### src/rtl/param_reg_file_if.sv
// ---------------------------------------------------------------------------
// param_reg_file_if
//   Bundles the write, read and status signals of param_reg_file.
//   master : control side (drives write/read requests, receives operands)
//   slave  : register file side
// Signals
//   Wr_en, Wr_wide, Wr_addr[ADDR_W], Wr_data[2*DATA_W]   write request
//   Rd_en, Aaddr[ADDR_W], Baddr[ADDR_W]                  read request
//   Imm_sel, Imm_val[IMM_W]                              operand B immediate
//   OperandA[DATA_W], OperandB[DATA_W], Ready            results / status
// ---------------------------------------------------------------------------
interface param_reg_file_if #(
  parameter int DATA_W = 8,
  parameter int ADDR_W = 4,
  parameter int IMM_W  = 4
);
  logic                Wr_en;
  logic                Wr_wide;
  logic [ADDR_W-1:0]   Wr_addr;
  logic [2*DATA_W-1:0] Wr_data;
  logic                Rd_en;
  logic [ADDR_W-1:0]   Aaddr;
  logic [ADDR_W-1:0]   Baddr;
  logic                Imm_sel;
  logic [IMM_W-1:0]    Imm_val;
  logic [DATA_W-1:0]   OperandA;
  logic [DATA_W-1:0]   OperandB;
  logic                Ready;

  modport master (
    output Wr_en, Wr_wide, Wr_addr, Wr_data, Rd_en, Aaddr, Baddr, Imm_sel, Imm_val,
    input  OperandA, OperandB, Ready
  );

  modport slave (
    input  Wr_en, Wr_wide, Wr_addr, Wr_data, Rd_en, Aaddr, Baddr, Imm_sel, Imm_val,
    output OperandA, OperandB, Ready
  );
endinterface

### src/rtl/param_reg_file.sv
// ---------------------------------------------------------------------------
// param_reg_file
//   Two-read/one-write register file feeding the ALU. Registered operand
//   outputs, zero-extended immediate path for operand B, and a double-width
//   write that lands in a fixed HI/LO register pair. After reset a clear
//   sequencer zeroes every register (one per clock) before Ready asserts.
//   Register 0 always reads 0 and ignores writes.
// Ports
//   CLK_In  : clock, all state changes on its rising edge
//   RST_In  : synchronous active-high reset (restarts the clear sequence)
//   bus     : param_reg_file_if.slave (write/read requests, operands, Ready)
// Build option
//   PARAM_REG_FILE_BYPASS_EN : when defined, a read of a register written on
//   the same edge returns the new value (RUN only). Undefined: old value.
// ---------------------------------------------------------------------------
module param_reg_file #(
  parameter int DATA_W  = 8,
  parameter int ADDR_W  = 4,
  parameter int IMM_W   = 4,
  parameter int HI_ADDR = 15,
  parameter int LO_ADDR = 14
) (
  input  logic              CLK_In,
  input  logic              RST_In,
  param_reg_file_if.slave   bus
);
  localparam int DEPTH = 2 ** ADDR_W;

  typedef enum logic {
    S_INIT = 1'b0,
    S_RUN  = 1'b1
  } state_t;

  state_t              state_q, state_d;
  logic [ADDR_W-1:0]   clr_cnt_q, clr_cnt_d;
  logic                ready_q, ready_d;
  logic [DATA_W-1:0]   op_a_q, op_a_d;
  logic [DATA_W-1:0]   op_b_q, op_b_d;
  logic [DATA_W-1:0]   regs_q [DEPTH];

  // Per-register write strobe and data for this edge (clear or functional).
  logic [DEPTH-1:0]    wr_hit;
  logic [DATA_W-1:0]   wr_val [DEPTH];

  logic                run_wr;
  logic [DATA_W-1:0]   wr_hi;
  logic [DATA_W-1:0]   wr_lo;
  logic [DATA_W-1:0]   rd_a;
  logic [DATA_W-1:0]   rd_b;
  logic [DATA_W-1:0]   imm_ext;

  assign run_wr  = (state_q == S_RUN) && bus.Wr_en;
  assign wr_hi   = bus.Wr_data[2*DATA_W-1:DATA_W];
  assign wr_lo   = bus.Wr_data[DATA_W-1:0];
  assign imm_ext = DATA_W'(bus.Imm_val);

  // Write decode, one slice per register. Register 0 is never written so it
  // can be read as a constant zero.
  for (genvar gi = 0; gi < DEPTH; gi++) begin : g_wr
    if (gi == 0) begin : g_zero
      assign wr_hit[gi] = 1'b0;
      assign wr_val[gi] = '0;
    end else begin : g_reg
      logic init_hit;
      logic hi_hit;
      logic lo_hit;
      logic nar_hit;
      assign init_hit = (state_q == S_INIT) && (clr_cnt_q == ADDR_W'(gi));
      assign hi_hit   = run_wr && bus.Wr_wide && (gi == HI_ADDR);
      assign lo_hit   = run_wr && bus.Wr_wide && (gi == LO_ADDR);
      assign nar_hit  = run_wr && !bus.Wr_wide && (bus.Wr_addr == ADDR_W'(gi));
      assign wr_hit[gi] = init_hit | hi_hit | lo_hit | nar_hit;
      // Clear wins, then the HI half; LO half and narrow data share wr_lo.
      assign wr_val[gi] = init_hit ? '0 : (hi_hit ? wr_hi : wr_lo);
    end
  end

  // Read ports (combinational view of the array, registered into operands).
  always_comb begin
    rd_a = regs_q[bus.Aaddr];
    rd_b = regs_q[bus.Baddr];
`ifdef PARAM_REG_FILE_BYPASS_EN
    if ((state_q == S_RUN) && wr_hit[bus.Aaddr]) rd_a = wr_val[bus.Aaddr];
    if ((state_q == S_RUN) && wr_hit[bus.Baddr]) rd_b = wr_val[bus.Baddr];
`endif
    if (bus.Aaddr == '0) rd_a = '0;
    if (bus.Baddr == '0) rd_b = '0;
  end

  // Next-state / output logic.
  always_comb begin
    state_d   = state_q;
    clr_cnt_d = clr_cnt_q;
    ready_d   = ready_q;
    op_a_d    = op_a_q;
    op_b_d    = op_b_q;
    case (state_q)
      S_INIT: begin
        clr_cnt_d = clr_cnt_q + ADDR_W'(1);
        op_a_d    = '0;
        op_b_d    = '0;
        if (clr_cnt_q == ADDR_W'(DEPTH - 1)) begin
          state_d = S_RUN;
          ready_d = 1'b1;
        end
      end
      S_RUN: begin
        if (bus.Rd_en) begin
          op_a_d = rd_a;
          op_b_d = bus.Imm_sel ? imm_ext : rd_b;
        end
      end
      default: begin
        state_d = S_INIT;
      end
    endcase
  end

  always_ff @(posedge CLK_In) begin
    if (RST_In) begin
      state_q   <= S_INIT;
      clr_cnt_q <= '0;
      ready_q   <= 1'b0;
      op_a_q    <= '0;
      op_b_q    <= '0;
    end else begin
      state_q   <= state_d;
      clr_cnt_q <= clr_cnt_d;
      ready_q   <= ready_d;
      op_a_q    <= op_a_d;
      op_b_q    <= op_b_d;
      for (int i = 0; i < DEPTH; i++) begin
        if (wr_hit[i]) regs_q[i] <= wr_val[i];
      end
    end
  end

  assign bus.OperandA = op_a_q;
  assign bus.OperandB = op_b_q;
  assign bus.Ready    = ready_q;

endmodule
### src/flat_wrapper.sv
// flat-port wrapper written by rule: the top's interface ports become plain ports
module param_reg_file_flat 
#(
  parameter int DATA_W  = 8,
  parameter int ADDR_W  = 4,
  parameter int IMM_W   = 4,
  parameter int HI_ADDR = 15,
  parameter int LO_ADDR = 14
)
  (CLK_In, RST_In, bus_Wr_en, bus_Wr_wide, bus_Wr_addr, bus_Wr_data, bus_Rd_en, bus_Aaddr, bus_Baddr, bus_Imm_sel, bus_Imm_val, bus_OperandA, bus_OperandB, bus_Ready);
  param_reg_file_if #(.DATA_W(DATA_W), .ADDR_W(ADDR_W), .IMM_W(IMM_W)) bus_i ();
  input  logic CLK_In;
  input  logic RST_In;
  input wire logic [$bits(bus_i.Wr_en)-1:0] bus_Wr_en;
  input wire logic [$bits(bus_i.Wr_wide)-1:0] bus_Wr_wide;
  input wire logic [$bits(bus_i.Wr_addr)-1:0] bus_Wr_addr;
  input wire logic [$bits(bus_i.Wr_data)-1:0] bus_Wr_data;
  input wire logic [$bits(bus_i.Rd_en)-1:0] bus_Rd_en;
  input wire logic [$bits(bus_i.Aaddr)-1:0] bus_Aaddr;
  input wire logic [$bits(bus_i.Baddr)-1:0] bus_Baddr;
  input wire logic [$bits(bus_i.Imm_sel)-1:0] bus_Imm_sel;
  input wire logic [$bits(bus_i.Imm_val)-1:0] bus_Imm_val;
  output wire logic [$bits(bus_i.OperandA)-1:0] bus_OperandA;
  output wire logic [$bits(bus_i.OperandB)-1:0] bus_OperandB;
  output wire logic [$bits(bus_i.Ready)-1:0] bus_Ready;
  assign bus_i.Wr_en = bus_Wr_en;
  assign bus_i.Wr_wide = bus_Wr_wide;
  assign bus_i.Wr_addr = bus_Wr_addr;
  assign bus_i.Wr_data = bus_Wr_data;
  assign bus_i.Rd_en = bus_Rd_en;
  assign bus_i.Aaddr = bus_Aaddr;
  assign bus_i.Baddr = bus_Baddr;
  assign bus_i.Imm_sel = bus_Imm_sel;
  assign bus_i.Imm_val = bus_Imm_val;
  assign bus_OperandA = bus_i.OperandA;
  assign bus_OperandB = bus_i.OperandB;
  assign bus_Ready = bus_i.Ready;
  param_reg_file #(.DATA_W(DATA_W), .ADDR_W(ADDR_W), .IMM_W(IMM_W), .HI_ADDR(HI_ADDR), .LO_ADDR(LO_ADDR)) u_core (.CLK_In(CLK_In), .RST_In(RST_In), .bus(bus_i));
endmodule
### config.mk
export PLATFORM = sky130hd
export DESIGN_NAME = param_reg_file_flat
export DESIGN_NICKNAME = d
export VERILOG_FILES = /design/src/rtl/param_reg_file_if.sv /design/src/rtl/param_reg_file.sv /design/src/flat_wrapper.sv
export SDC_FILE = /design/constraint.sdc
export NUM_CORES = 1
export LEC_CHECK = 0
export CORE_AREA = 2 2 125 188
export DETAILED_ROUTE_END_ITERATION = 12
export DIE_AREA = 0 0 127 190
export PLACE_DENSITY = 0.58
export SLEW_MARGIN = 20
export SYNTH_ARGS = -nofsm -noshare
export SYNTH_HDL_FRONTEND = slang
export SYNTH_SLANG_ARGS = --single-unit
### constraint.sdc
create_clock -name CLK_In -period 2.35 [get_ports CLK_In]
set_input_delay 0.705 -clock CLK_In [delete_from_list [all_inputs] [get_ports CLK_In]]
set_output_delay 0.705 -clock CLK_In [all_outputs]
set_load 0.01 [all_outputs]
==> flow_summary.toml <==
[worst_setup_path]
arrival_ns = 2.61
crit_type = "in -> reg"
r2r_slack_ns = 0.41
cp.required_ns = 2.65
critPathMaxFanout = 16
startpoint_type = "input pin"
setup.worst_path.end_class = "flop"

[power]
leakage_nw = 3.56
switching_share_pct = 24.9
clkPwrFrac_pct = 42.8
pwr-share-comb_pct = 10.3
power.total_mw = 5.93
seqPwrFrac_pct = 46.9
vdd_drop_max_v = 0.000498
cellPowerDensity_nw_per_um2 = 615
power.internal_mw = 4.45
switching_power_mw = 1.48

[global_routing]
track_usage_pct = 19.0
grt_pass1_vias = 5768
grt_max_degree = 20
grt_antenna_before_repair = 0
grt_pass1_wl_microns = 33700
grt-ovfl-total = 0

[timing]
period_minus_slack_ns = 2.31
drv_slew = 0
skew_ns = 0.0105
slew_headroom_pct = 53.2
rsz0062_at_grt = "false"
whs_ns = 0.446
final_hold_viol_count = 0
setup_viol = 0
fin_setup_tns_ns = 0
worstMarginPinSlew_ns = 0.699
setup_ws_ns = 0.0385
finalCritPeriodShare_pct = 98.4
max_freq_ghz = 0.433

[detailed_routing]
drt_pass1_iterations = 5
dr.first_iter.drc_count = 469
drc = 0
drtAntennaViolNets = 0
vias_per_cell = 5.34
vias = 5537
totalWireLength_microns = 22600
wl_per_cell_microns = 21.8

[logic_synthesis]
netlist_area_sq_um = 7750
synth_seq_area_share_pct = 52.2
synth_nets = 674
ys_types = 46
syn_inst = 632
yosysWarnings = 0
ys_ff_latch = 142
synth_ff_type = "edfxtp_1"
syn_avg_cell_area_sq_um = 12.3
synth_edf_count = 120
synthArstFlopShare_pct = 0

[clock_tree]
clk_latency_ns = 0.43
htree_levels = 4
path_clk_slew_ns = 0.07
hold_buffers = 0
clock_path_buffers = 2
cts.sinks = 142
clock-root-buffer = "clkbuf_16"
cts_buffers = 17
cts_tree = "done"

[placed_design]
portBuffers = 54
pre_cts_ws_ns = -0.618
dp_cells = 1005
post-dp-hpwl_microns = 17000
place.gp.congestion = 0.864

[floorplanning]
die-width_microns = 127
num_rows = 68
die_y_microns = 190
coreArea_sq_um = 22600
io_pins = 55
initial_core_util_pct = 34.2
design.die.area_sq_um = 24100

[run_status]
outcome = "finished clean"

[finish]
final_cells = 1037
fillerInstances = 2092
area_delta_synth_final_pct = 24.4
final-seq-area_sq_um = 4040
multi_input_area_sq_um = 3400
nNetsFinal = 786
layout-drive-gt1-share_pct = 20.5
n_antenna_cell = 0

[hold_path]
hold_class = "reg -> reg"

[run]
drv_cap = 0
-- final timing paths --
check | startpoint | to | depth (start not counted)
hold reg to reg | u_core.bus.OperandA[3] | u_core.bus.OperandA[3] | 2
setup reg to reg | u_core.clr_cnt_q[0] | u_core.regs_q[15][7] | 4
setup / recovery | bus_Aaddr[0] | u_core.bus.OperandA[6] | 7
hold / removal | u_core.bus.OperandA[3] | u_core.bus.OperandA[3] | 2
-- layer usage --
metal  track usage [%]  up-vias  part of all wire, %
met5                 0        -                    0
met4              10.4        0                  4.7
met3              3.23       53                  4.0
met2              33.9      174                   53
met1              21.4     2739                   39
li1                  -     2571                    -
-- repair_timing --
| item | CTS | global route |
|---|---|---|
| endpoints found under the hold margin | 0 | 0 |
| setup buffers | 0 | 0 |
| setup endpoints to repair | 2 | 0 |
| resized for setup | 2 | 0 |
-- metrics by stage --
step / utilization, % / area (sq um)
6_report: 42.6 / 9640
2_1_floorplan: - / 7750
3_5_place_dp: 40.1 / 9070
3_3_place_gp: 40.1 / 9070
5_1_grt: 42.6 / 9640
4_1_cts: 42.6 / 9640
-- kinds of logic (layout without fill, tap and decap cells) --
group	after synthesis	count (layout)	synth area share, %
and+or+nand+nor	243	243	17.6
DFF	142	142	52.2
AOI/OAI and AO/OA	96	96	8.02
muxes	89	89	17.1
buffers and inverters	55	180	4.15
adders and majority gates	4	4	0.646
xor gates and xnor gates	3	3	0.339
-- area by class of cell --
cell class,instances,area share [%]
sequential,142,42.0
clock buffer,18,4.45
timing repair buffer,145,13.3
tap,280,3.63
inverter,3,0.117
multi-input combinational,435,35.3
clock inverter,14,1.26
-- cells in the final DEF, fill, tap and decap left out, types with 3 or more instances in the layout --
| cell | Yosys | routed |
|---|---|---|
| nand3_1 | 5 | 5 |
| and2_1 | 32 | 32 |
| mux2i_1 | 57 | 57 |
| a21oi_1 | 21 | 21 |
| ha_1 | 4 | 4 |
| inv_6 | 0 | 6 |
| and3_1 | 7 | 7 |
| nor2b_1 | 98 | 98 |
| nor2_1 | 51 | 51 |
| o221ai_1 | 4 | 4 |
| a211oi_1 | 18 | 18 |
| edfxtp_1 | 120 | 120 |
| buf_2 | 10 | 3 |
| inv_1 | 3 | 3 |
| o22ai_1 | 16 | 16 |
| nand2_1 | 31 | 31 |
| mux4_1 | 9 | 9 |
| buf_4 | 7 | 85 |
| clkdlybuf4s50_1 | 0 | 51 |
| a31oi_1 | 6 | 6 |
| clkbuf_16 | 0 | 17 |
| and3b_1 | 3 | 3 |
| o211ai_1 | 4 | 4 |
| clkinv_4 | 0 | 3 |
| dfxtp_1 | 22 | 22 |
| o21ai_0 | 12 | 12 |
| nand2b_1 | 5 | 5 |
| mux4_2 | 23 | 23 |
| buf_12 | 3 | 6 |
-- sequential cells by signal, summed over array words and instances, names as in the netlist --
| signal | flops |
|---|---|
| u_core.bus.OperandA | 8 |
| u_core.bus.OperandB | 8 |
| u_core.bus.Ready | 1 |
| u_core.clr_cnt_q | 4 |
| u_core.regs_q | 120 |
| u_core.state_q | 1 |
-- power groups by stage --
stage,clock [mW],sequential (mW),combinational (mW)
global placement,0,2.83,0.600
finish,2.54,2.78,0.612
detailed placement,0,2.83,0.611
floorplan,0,2.83,0.364
global route,2.67,2.78,0.657
CTS,2.57,2.78,0.614
-- worst max-delay path: stages --
cell and delay (ns):
clkdlybuf4s50_1 0.51, buf_12 0.18, mux2i_1 0.20, a211oi_1 0.09, o41ai_1 0.61, buf_4 0.24, o21ai_0 0.07
-- synth_stat cells, drive strengths merged, types with 6 or more instances --
cell type	count	area [sq um]
nor2	52	203
mux2i	57	571
dfxtp	22	440
buf	24	200
a211oi	18	135
and3	7	43.8
edfxtp	120	3600
o21ai	14	70.1
o22ai	16	100
clkbuf	28	110
and2	32	200
mux4	32	754
a31oi	6	37.5
nand2	31	116
a21oi	21	105
nor2b	98	613
(Power assumes the default switching activity.)
